==> src/rtl/proj_pkg.sv <==
// Shared types and defaults for the nucleotide streaming path.
package proj_pkg;

    localparam int NUC_BITS  = 2;
    localparam int WORD_NUCS = 16;

    typedef logic [NUC_BITS-1:0] nuc_t;

    typedef enum logic [1:0] {
        IDLE,
        CLEAR,
        EMIT,
        DONE
    } nuc_stream_state_t;

endpackage

==> src/rtl/proj_nuc_streamer_if.sv <==
// Bundles the controller, word-source and nucleotide-sink handshakes of the streamer.
interface proj_nuc_streamer_if #(
    parameter int DATA_BITS = proj_pkg::NUC_BITS,
    parameter int WORD_NUCS = proj_pkg::WORD_NUCS,
    parameter int LEN_W     = 16
) ();
    localparam int WORD_BITS = WORD_NUCS * DATA_BITS;

    // sequence controller
    logic                 seq_start;
    logic [LEN_W-1:0]     seq_len;
    logic                 seq_abort;
    logic                 seq_ready;
    logic                 seq_done;
    // packed word source
    logic [WORD_BITS-1:0] in_word;
    logic                 in_valid;
    logic                 in_ready;
    // nucleotide sink (k-mer buffer)
    logic [DATA_BITS-1:0] out_data;
    logic                 out_valid;
    logic                 out_ready;
    logic                 out_last;
    logic                 out_start_over;

    modport master (
        output seq_start, seq_len, seq_abort, in_word, in_valid, out_ready,
        input  seq_ready, seq_done, in_ready, out_data, out_valid, out_last, out_start_over
    );

    modport slave (
        input  seq_start, seq_len, seq_abort, in_word, in_valid, out_ready,
        output seq_ready, seq_done, in_ready, out_data, out_valid, out_last, out_start_over
    );
endinterface

==> src/rtl/proj_word_unpacker.sv <==
// Current/prefetch word pair plus the nucleotide select mux.
module proj_word_unpacker #(
    parameter int DATA_BITS = proj_pkg::NUC_BITS,
    parameter int WORD_NUCS = proj_pkg::WORD_NUCS,
    parameter int WORD_BITS = WORD_NUCS * DATA_BITS
) (
    input  logic                 clk,
    input  logic                 rst,
    input  logic                 clear,
    input  logic                 accept,
    input  logic [WORD_BITS-1:0] in_word,
    input  logic                 consume,
    output logic                 pf_valid,
    output logic                 cur_valid,
    output logic [DATA_BITS-1:0] nuc
);
    localparam int              IDX_W    = $clog2(WORD_NUCS);
    localparam logic [IDX_W-1:0] IDX_LAST = IDX_W'(WORD_NUCS - 1);

    logic [WORD_BITS-1:0] cur_word;
    logic [WORD_BITS-1:0] pf_word;
    logic [IDX_W-1:0]     idx;
    logic                 load;

    // Move the prefetch into cur when cur is empty or its final nucleotide leaves now,
    // which is what keeps word boundaries bubble-free.
    assign load = pf_valid && (!cur_valid || (consume && idx == IDX_LAST));
    assign nuc  = cur_word[idx*DATA_BITS +: DATA_BITS];

    // Current word: reload from prefetch, otherwise step through nucleotides LSB first
    always_ff @(posedge clk or posedge rst) begin
        if (rst) begin
            cur_word  <= '0;
            idx       <= '0;
            cur_valid <= 1'b0;
        end else if (clear) begin
            cur_word  <= '0;
            idx       <= '0;
            cur_valid <= 1'b0;
        end else if (load) begin
            cur_word  <= pf_word;
            idx       <= '0;
            cur_valid <= 1'b1;
        end else if (consume) begin
            idx <= idx + IDX_W'(1);
            if (idx == IDX_LAST) cur_valid <= 1'b0;
        end
    end

    // Prefetch word: filled on source accept, emptied when cur takes it
    always_ff @(posedge clk or posedge rst) begin
        if (rst) begin
            pf_word  <= '0;
            pf_valid <= 1'b0;
        end else if (clear) begin
            pf_word  <= '0;
            pf_valid <= 1'b0;
        end else if (accept) begin
            pf_word  <= in_word;
            pf_valid <= 1'b1;
        end else if (load) begin
            pf_valid <= 1'b0;
        end
    end

endmodule

==> src/rtl/proj_nuc_streamer.sv <==
// Unpacks packed nucleotide words into a one-nucleotide-per-beat stream for the k-mer buffer.
// The buffer downstream shifts every cycle, so it must gate its shift with out_valid && out_ready.
module proj_nuc_streamer
    import proj_pkg::*;
#(
    parameter int DATA_BITS = proj_pkg::NUC_BITS,
    parameter int WORD_NUCS = proj_pkg::WORD_NUCS,
    parameter int WORD_BITS = WORD_NUCS * DATA_BITS,
    parameter int LEN_W     = 16
) (
    input  logic                clk,
    input  logic                rst,
    proj_nuc_streamer_if.slave  bus
);
    localparam int IDX_W = $clog2(WORD_NUCS);

    nuc_stream_state_t    state;
    logic [LEN_W-1:0]     nucs_left;
    logic [LEN_W-1:0]     words_left;
    logic                 seq_ready_r;
    logic                 seq_done_r;
    logic                 start_over_r;

    logic                 pf_valid;
    logic                 cur_valid;
    logic [DATA_BITS-1:0] nuc;
    logic                 in_phase;
    logic                 abort;
    logic                 accept;
    logic                 fire;
    logic                 unpack_clear;
    logic [LEN_W:0]       len_round;
    logic [LEN_W-1:0]     len_words;

    // Word count rounded up; one extra bit so lengths near the maximum do not wrap.
    assign len_round = {1'b0, bus.seq_len} + (LEN_W+1)'(WORD_NUCS - 1);
    assign len_words = LEN_W'(len_round >> IDX_W);

    assign in_phase = (state == CLEAR) || (state == EMIT);
    assign abort    = bus.seq_abort && (state != IDLE);

    // Abort wins over both handshakes so nothing moves in the cycle it is raised.
    assign bus.in_ready  = in_phase && (words_left != '0) && !pf_valid && !bus.seq_abort;
    assign accept        = bus.in_valid && bus.in_ready;
    assign bus.out_valid = (state == EMIT) && cur_valid && !bus.seq_abort;
    assign bus.out_data  = nuc;
    assign bus.out_last  = bus.out_valid && (nucs_left == LEN_W'(1));
    assign fire          = bus.out_valid && bus.out_ready;

    assign bus.seq_ready      = seq_ready_r;
    assign bus.seq_done       = seq_done_r;
    assign bus.out_start_over = start_over_r;

    // Word registers are wiped outside CLEAR/EMIT so a leftover prefetch cannot leak forward.
    assign unpack_clear = !in_phase || abort;

    proj_word_unpacker #(
        .DATA_BITS (DATA_BITS),
        .WORD_NUCS (WORD_NUCS),
        .WORD_BITS (WORD_BITS)
    ) u_unpack (
        .clk       (clk),
        .rst       (rst),
        .clear     (unpack_clear),
        .accept    (accept),
        .in_word   (bus.in_word),
        .consume   (fire),
        .pf_valid  (pf_valid),
        .cur_valid (cur_valid),
        .nuc       (nuc)
    );

    // Sequence FSM with its counters and registered control pulses
    always_ff @(posedge clk or posedge rst) begin
        if (rst) begin
            state        <= IDLE;
            seq_ready_r  <= 1'b1;
            seq_done_r   <= 1'b0;
            start_over_r <= 1'b0;
            nucs_left    <= '0;
            words_left   <= '0;
        end else begin
            seq_done_r   <= 1'b0;
            start_over_r <= 1'b0;
            if (abort) begin
                state       <= IDLE;
                seq_ready_r <= 1'b1;
                nucs_left   <= '0;
                words_left  <= '0;
            end else begin
                case (state)
                    IDLE: begin
                        if (bus.seq_start) begin
                            seq_ready_r <= 1'b0;
                            if (bus.seq_len == '0) begin
                                state      <= DONE;
                                seq_done_r <= 1'b1;
                            end else begin
                                state        <= CLEAR;
                                start_over_r <= 1'b1;
                                nucs_left    <= bus.seq_len;
                                words_left   <= len_words;
                            end
                        end
                    end
                    CLEAR: begin
                        state <= EMIT;
                        if (accept) words_left <= words_left - LEN_W'(1);
                    end
                    EMIT: begin
                        if (accept) words_left <= words_left - LEN_W'(1);
                        if (fire) begin
                            nucs_left <= nucs_left - LEN_W'(1);
                            if (bus.out_last) begin
                                state      <= DONE;
                                seq_done_r <= 1'b1;
                            end
                        end
                    end
                    DONE: begin
                        state       <= IDLE;
                        seq_ready_r <= 1'b1;
                        nucs_left   <= '0;
                        words_left  <= '0;
                    end
                    default: state <= IDLE;
                endcase
            end
        end
    end

endmodule

==> src/flat_wrapper.sv <==
// flat-port wrapper written by rule: the top's interface ports become plain ports
module proj_nuc_streamer_flat import proj_pkg::*;
#(
    parameter int DATA_BITS = proj_pkg::NUC_BITS,
    parameter int WORD_NUCS = proj_pkg::WORD_NUCS,
    parameter int WORD_BITS = WORD_NUCS * DATA_BITS,
    parameter int LEN_W     = 16
)
  (clk, rst, bus_seq_start, bus_seq_len, bus_seq_abort, bus_in_word, bus_in_valid, bus_out_ready, bus_seq_ready, bus_seq_done, bus_in_ready, bus_out_data, bus_out_valid, bus_out_last, bus_out_start_over);
  proj_nuc_streamer_if #(.DATA_BITS(DATA_BITS), .WORD_NUCS(WORD_NUCS), .LEN_W(LEN_W)) bus_i ();
  input  logic clk;
  input  logic rst;
  input wire logic [$bits(bus_i.seq_start)-1:0] bus_seq_start;
  input wire logic [$bits(bus_i.seq_len)-1:0] bus_seq_len;
  input wire logic [$bits(bus_i.seq_abort)-1:0] bus_seq_abort;
  input wire logic [$bits(bus_i.in_word)-1:0] bus_in_word;
  input wire logic [$bits(bus_i.in_valid)-1:0] bus_in_valid;
  input wire logic [$bits(bus_i.out_ready)-1:0] bus_out_ready;
  output wire logic [$bits(bus_i.seq_ready)-1:0] bus_seq_ready;
  output wire logic [$bits(bus_i.seq_done)-1:0] bus_seq_done;
  output wire logic [$bits(bus_i.in_ready)-1:0] bus_in_ready;
  output wire logic [$bits(bus_i.out_data)-1:0] bus_out_data;
  output wire logic [$bits(bus_i.out_valid)-1:0] bus_out_valid;
  output wire logic [$bits(bus_i.out_last)-1:0] bus_out_last;
  output wire logic [$bits(bus_i.out_start_over)-1:0] bus_out_start_over;
  assign bus_i.seq_start = bus_seq_start;
  assign bus_i.seq_len = bus_seq_len;
  assign bus_i.seq_abort = bus_seq_abort;
  assign bus_i.in_word = bus_in_word;
  assign bus_i.in_valid = bus_in_valid;
  assign bus_i.out_ready = bus_out_ready;
  assign bus_seq_ready = bus_i.seq_ready;
  assign bus_seq_done = bus_i.seq_done;
  assign bus_in_ready = bus_i.in_ready;
  assign bus_out_data = bus_i.out_data;
  assign bus_out_valid = bus_i.out_valid;
  assign bus_out_last = bus_i.out_last;
  assign bus_out_start_over = bus_i.out_start_over;
  proj_nuc_streamer #(.DATA_BITS(DATA_BITS), .WORD_NUCS(WORD_NUCS), .WORD_BITS(WORD_BITS), .LEN_W(LEN_W)) u_core (.clk(clk), .rst(rst), .bus(bus_i));
endmodule
==> config.mk <==
export PLATFORM = sky130hd
export DESIGN_NAME = proj_nuc_streamer_flat
export DESIGN_NICKNAME = d
export VERILOG_FILES = /design/src/rtl/proj_pkg.sv /design/src/rtl/proj_nuc_streamer_if.sv /design/src/rtl/proj_word_unpacker.sv /design/src/rtl/proj_nuc_streamer.sv /design/src/flat_wrapper.sv
export SDC_FILE = /design/constraint.sdc
export NUM_CORES = 1
export LEC_CHECK = 0
export CORE_MARGIN = 4
export CORE_UTILIZATION = 47
export CTS_CLUSTER_SIZE = 28
export DETAILED_ROUTE_END_ITERATION = 8
export PLACE_DENSITY = 0.65
export SLEW_MARGIN = 20
export SYNTH_ARGS = -nofsm -noshare
export SYNTH_HDL_FRONTEND = slang
export SYNTH_SLANG_ARGS = --single-unit
==> constraint.sdc <==
create_clock -name clk -period 7.3 [get_ports clk]
set_input_delay 1.095 -clock clk [delete_from_list [all_inputs] [get_ports clk]]
set_output_delay 1.095 -clock clk [all_outputs]
set_load 0.05 [all_outputs]
==> qor.txt, run 1 <==
status - complete, no violations
Hold Path Origin - u_core.u_unpack.pf_word[29]$_DFFE_PP0P_
P&R area growth vs syn - 17.3%
full die area - 14300 um2
mux cell area share after synthesis - 4.71%
Compound-Gate Fraction of Synth Area - 15.3%
vias in the first global route - 5069
worst stage delay on the critical path - 0.89 ns
endpoints failing setup - 0
PD cells - 364 nW/um2
Relative slew margins - 25.1%
met3 GRT Util - 4.62%
clock root cell - clkbuf_16
Post-route DRC - 0
CP arrival - 3.21 ns
Sw Share - 43.5%
fin. max-slew vios - 0
GRT Total Usage - 21.7%
Pre-antenna DRT Iters - 5
Fin Setup TNS - 0 ns
I/O Buffers - 61
CTS Hold Bufs - 0
FFs w/ async S/R, synth - 100%
area leader, netlist - dfrtp_1
top cells by area, synth - dfrtp_1 45%, nand2_1 11%, a21oi_1 4.4%
DIE HEIGHT - 120 um
final hold violation count - 0
worst hold margin - 0.501 ns
Comb power frac - 43.3%
Final nets - 759
global route hottest layer - met2
Seq pwr share - 34.5%
reg2reg start - u_core.state[0]$_DFFE_PP0P_
first-pass GRT wire length - 25.4 mm
Slew @ Worst Pin - 1.11 ns
CTS clk-pin slew, worst paths - 0.07 ns
Post-Route WL - 15.1 mm
crit end category - output pin
largest net degree at the start of global routing - 81
layout cells sized above 1 - 6.70%
Clk pwr share - 22.2%
Post-Syn Nets - 723
vias post-DR - 5085
Post-CTS Setup Inserts - 0
dpl ws - 3.09 ns
gr ovfl total - 0
fin crit period - 4.31 ns
Yosys reg bits - 107
hpwl dp - 10.2 mm
post-synthesis sequential area ratio - 45.7%
R2R cell count - 7
final weighted congestion in routability-driven placement - 0.910
number of diodes - 0
worst-path cell chain - inv_1, ha_1, nand3b_1, nor2b_1, and3_1, clkdlybuf4s50_1
met1 Use GR - 28.9%
Psw - 1.09 mW
worst endpoint required time - 6.20 ns
VDD IR max - 0.000196 V
I/O pin cnt - 62
Synth Area in Adders - 1.71%
total internal power - 1.42 mW
Simple-Gate Fraction of Synth Area - 25.2%
number of synthesized flops with an enable pin - 0
DP Area - 6530 um2
worst reg-to-reg setup slack - 3.94 ns
Worst Setup Start Kind - flop
Via-to-Cell Ratio - 5.84
Iter 0 DRT Violations - 399
Hold Path Class - reg2reg
die width - 120 um
Synth top area share - 45.2%
RSZ-0062 raised after global routing - false
post-route ant nets - 0
clk buf depth - 2
Util after Layout - 56.8%
GR Util met2 - 35.5%
Leak - 2.97 nW
# rows - 40
initial antenna violation count - 0
worst hold stages - 2
filler instances - 1115
library cells used by synthesis - 60
WHS Endpoint - u_core.u_unpack.pf_word[29]$_DFFE_PP0P_
top-count cell post-synth - nand2_1
Post-Route Skew - 0.00618 ns
CTS HTree Levels - 3
Peak Freq - 0.232 GHz
Design Area, Final - 6880 um2
Synth Area per Inst - 8.87 um2
max cap viols - 0
wire per inst - 17.3 um
synthesized instance count - 661
TritonCTS Buffers - 9
synth cell count leaders - 165 x nand2_1, 106 x dfrtp_1, 51 x a21oi_1, 41 x nand3_1, 33 x nor2_1
core area - 12100 um2
Sink Count - 107
Main synth FF type - dfrtp_1
Cell Area, Synth - 5870 um2
Crit Path Class - reg2out
Yosys warnings - 0
latest clock arrival within the worst-skew pair - 0.36 ns
post-CTS resize count - 0
largest family of logic cells by synthesized area - simple AND/OR/NAND/NOR gates
RR Endpoint - u_core.u_unpack.pf_valid$_DFFE_PP0P_
xor/xnor share of the synthesized area - 2.84%
Worst Path Max Fanout - 33
CTS tree - yes
CP max stage cell - ha_1
Setup WS post-layout - 2.99 ns
effective utilization at floorplan - 48.4%
period utilisation layout - 59.0%
## metrics by stage
stage	std cells	total power [mW]
after CTS	870	2.51
after global routing	870	2.68
after detailed placement	854	1.95
after global placement	854	1.92
after floorplan	661	1.68
final	870	2.51
## registers in the layout (all words and copies together), names as in the netlist
register,cells
u_core.u_unpack.cur_valid,1
u_core.bus.seq_ready,1
u_core.bus.seq_done,1
u_core.words_left,16
u_core.u_unpack.pf_valid,1
u_core.u_unpack.cur_word,32
u_core.nucs_left,16
u_core.state,2
u_core.bus.out_start_over,1
u_core.u_unpack.pf_word,32
u_core.u_unpack.idx,4
## critical path, delay by kind of cell, from the launching register on
kind          cells  cell delay [ns]
simple gates      3             0.64
fa+ha+maj         1             0.89
flops             1             0.43
buf+inv           2             0.89
## power by group through the flow
stage          combinational (mW)  sequential, mW  clock (mW)
4_1_cts                      1.08           0.860       0.568
2_1_floorplan               0.827           0.853           0
6_report                     1.09           0.864       0.558
5_1_grt                      1.21           0.885       0.588
3_5_place_dp                 1.08           0.867           0
3_3_place_gp                 1.05           0.864           0
## metal layers
| metal | share of wire [%] | vias up |
|---|---|---|
| met1 | 45 | 2506 |
| met5 | 0 | - |
| met2 | 48 | 149 |
| met3 | 4.7 | 29 |
| met4 | 2.2 | 0 |
| li1 | - | 2401 |
## layout make-up
cell class / instances / area (um2) / area share [%]
well taps: 168 / 210 / 3.06
multi-input cells: 494 / 2920 / 42.4
flip-flops and latches: 107 / 2680 / 38.9
inverters: 18 / 70.1 / 1.02
clock inverters: 5 / 88.8 / 1.29
clock buffers: 11 / 253 / 3.67
repair buffers: 67 / 659 / 9.58
## cell usage in the layout (no fill, tap or decap), types with 4 or more instances in the layout
cell type / instances
o22a_1: 4
clkdlybuf4s50_1: 61
clkbuf_16: 9
xor2_1: 9
o221ai_1: 4
nor4_1: 11
a22o_1: 4
inv_1: 17
nand2_1: 164
a32oi_1: 8
mux4_2: 10
xnor2_1: 10
ha_1: 8
nand3_1: 41
o22ai_1: 4
dfrtp_1: 106
nor2b_1: 5
nand4_1: 9
o31ai_1: 8
nand2b_1: 4
nor3_1: 12
and2_1: 7
nor2_1: 33
a21oi_1: 51
a22oi_1: 7
mux2i_1: 4
o21ai_0: 26
a31oi_1: 5
nor3b_1: 6
buf_4: 5
## worst max path at each step
stage,startpoint,endpoint,slack [ns],depth (start not counted)
floorplan,rst,u_core.bus.out_start_over$_DFF_PP0_,3.39,1
global placement,bus_seq_abort,bus_out_last,3.13,5
detailed placement,bus_seq_abort,bus_out_last,3.09,5
CTS,u_core.state[0]$_DFFE_PP0P_,bus_out_last,3.01,6
global route,u_core.state[0]$_DFFE_PP0P_,bus_out_last,2.80,6
finish,u_core.state[0]$_DFFE_PP0P_,bus_out_last,2.99,6
## kinds of logic after synthesis
logic type / Yosys count
compound gates: 139
xor+xnor: 19
fa+ha+maj: 8
buf+inv: 60
flops: 107
mux: 15
simple gates: 313
Note: power is estimated with default switching activity, not from simulation.
==> run 2: changes to the inputs <==
--- a/config.mk
+++ b/config.mk
@@ -9,7 +9,7 @@
 export CORE_UTILIZATION = 47
 export CTS_CLUSTER_SIZE = 28
 export DETAILED_ROUTE_END_ITERATION = 8
-export PLACE_DENSITY = 0.65
+export PLACE_DENSITY = 0.68
 export SLEW_MARGIN = 20
 export SYNTH_ARGS = -nofsm -noshare
 export SYNTH_HDL_FRONTEND = slang
==> constraint.sdc (replaced) <==
create_clock -name clk -period 3.9 [get_ports clk]
set_input_delay 0.585 -clock clk [delete_from_list [all_inputs] [get_ports clk]]
set_output_delay 0.585 -clock clk [all_outputs]
set_load 0.05 [all_outputs]
==> run 2 against run 1 <==
  * Sequential power rose by 89%
  * Clock skew barely moved
  * Final area rose by 0.60%
  * Die area did not move
  * Critical path depth fell by 3
  * Critical path type unchanged
  * Global-route usage rose by 0.42 points
  * Largest cell class unchanged
  * Worst setup slack got worse by 2.6 ns
  * Register-to-register slack got worse by 2.9 ns
==> qor.txt, run 2 (synthesis results as in run 1) <==
latest clock arrival within the worst-skew pair - 0.36 ns
Post-route DRC - 0
clk buf depth - 2
CP arrival - 2.88 ns
first-pass GRT wire length - 25.5 mm
number of diodes - 0
CTS tree - yes
worst endpoint required time - 3.31 ns
Crit Path Class - reg2out
Post-Route WL - 15.2 mm
Post-Route Skew - 0.00661 ns
Worst Setup Start Kind - flop
Most common cell on crit path - mux4_2
CP Buf/Inv Count - 1
period utilisation layout - 88.9%
max cap viols - 0
P&R area growth vs syn - 18.0%
Peak Freq - 0.289 GHz
Leak - 2.99 nW
clock root cell - clkbuf_16
Iter 0 DRT Violations - 421
most frequent cells in the layout - 165 x nand2_1, 106 x dfrtp_1, 61 x clkdlybuf4s50_1, 51 x a21oi_1, 41 x nand3_1
effective utilization at floorplan - 48.4%
I/O Buffers - 61
post-CTS resize count - 0
gr ovfl total - 0
Via-to-Cell Ratio - 5.83
Setup WS post-layout - 0.435 ns
RSZ-0062 raised after global routing - false
fin. max-slew vios - 0
wire per inst - 17.3 um
vias in the first global route - 5091
Post-CTS Setup Inserts - 0
worst stage delay on the critical path - 0.71 ns
TritonCTS Buffers - 9
post-route ant nets - 0
layout cells sized above 1 - 7.48%
DIE HEIGHT - 120 um
dpl ws - 0.763 ns
full die area - 14300 um2
final hold violation count - 0
Worst Path Max Fanout - 11
Cell Count, Final, Fillers Out - 877
Sink Count - 107
CTS clk-pin slew, worst paths - 0.07 ns
die width - 120 um
endpoints failing setup - 0
filler instances - 1132
status - complete, no violations
largest net degree at the start of global routing - 74
Relative slew margins - 40.5%
DP Area - 6580 um2
PD cells - 680 nW/um2
GRT Total Usage - 22.1%
Hold Path Class - reg2reg
core area - 12100 um2
leading cell type in the layout, fill and taps excluded - nand2_1
crit end category - output pin
hpwl dp - 10.7 mm
worst-path cell chain - mux4_2, mux4_2, clkdlybuf4s50_1
Pre-antenna DRT Iters - 5
fin crit period - 3.47 ns
Fin Setup TNS - 0 ns
# rows - 40
Slew @ Worst Pin - 0.892 ns
biggest regs - u_core.u_unpack.cur_word: 32 flops, u_core.u_unpack.pf_word: 32 flops
Final nets - 766
initial antenna violation count - 0
CP top delay family - multiplexers
DP Cell Count - 861
CTS Hold Bufs - 0
Design Area, Final - 6920 um2
VDD IR max - 0.000390 V
Util after Layout - 57.1%
CTS HTree Levels - 3
vias post-DR - 5114
I/O pin cnt - 62
final weighted congestion in routability-driven placement - 0.902
CP max stage cell - dfrtp_1
## run 2: cell count changes in the layout (fill, tap and decap cells not counted), moves of 2 or more
cell      before  now
inv_8          1    3
clkbuf_8       2    0
inv_6          2    0
buf_4          5   13
## run 2: final timing paths
check / start / endpoint / slack, ns / cells after the start
max: u_core.u_unpack.idx[0]$_DFFE_PP0P_ / bus_out_data[0] / 0.43 / 3
min: u_core.u_unpack.pf_word[22]$_DFFE_PP0P_ / u_core.u_unpack.pf_word[22]$_DFFE_PP0P_ / 0.51 / 2
max reg2reg: u_core.state[0]$_DFFE_PP0P_ / u_core.u_unpack.cur_word[19]$_DFFE_PP0P_ / 1.04 / 9
min reg2reg: u_core.u_unpack.pf_word[22]$_DFFE_PP0P_ / u_core.u_unpack.pf_word[22]$_DFFE_PP0P_ / 0.51 / 2
max in group asynchronous: rst / u_core.nucs_left[13]$_DFFE_PP0P_ / 2.31 / 3
min in group asynchronous: rst / u_core.u_unpack.pf_word[2]$_DFFE_PP0P_ / 0.76 / 2
## run 2: through the flow
| step | hold slack (ns) | total power, mW |
|---|---|---|
| after CTS | 0.506 | 4.70 |
| final | 0.506 | 4.71 |
| after global placement | 0.485 | 3.62 |
| after detailed placement | 0.486 | 3.68 |
| after global routing | 0.534 | 5.04 |
| after floorplan | 0.466 | 3.15 |
## run 2: power by group
part / switching (mW) / internal, mW
Clock: 0.444 / 0.576
Sequential: 0.260 / 1.37
Combinational: 1.35 / 0.708
## run 2: per-layer routing
metal | up-vias | track usage [%] | share of wire [%] | routed length [um]
li1 | 2424 | - | - | -
met1 | 2491 | 28.5 | 43 | 6530
met2 | 163 | 35.9 | 49 | 7410
met3 | 36 | 5.42 | 5.4 | 820
met4 | 0 | 8.73 | 2.7 | 410
met5 | - | 0 | 0 | 0
## run 2: final cells by class
type,instances,area (um2),share of cell area [%]
clock buffers,9,225,3.25
clock inverters,7,106,1.54
inverters,18,70.1,1.01
well taps,168,210,3.04
repair buffers,74,708,10.2
multi-input cells,494,2920,42.2
flip-flops and latches,107,2680,38.7
## run 2: worst register-to-register path, cell delays in order, from the launching register on
cell	delay, ns
dfrtp_1	0.44
inv_1	0.11
ha_1	0.14
buf_4	0.31
nand4b_1	0.28
o31ai_1	0.43
and2_1	0.51
buf_4	0.33
nand2_1	0.08
a21oi_1	0.14
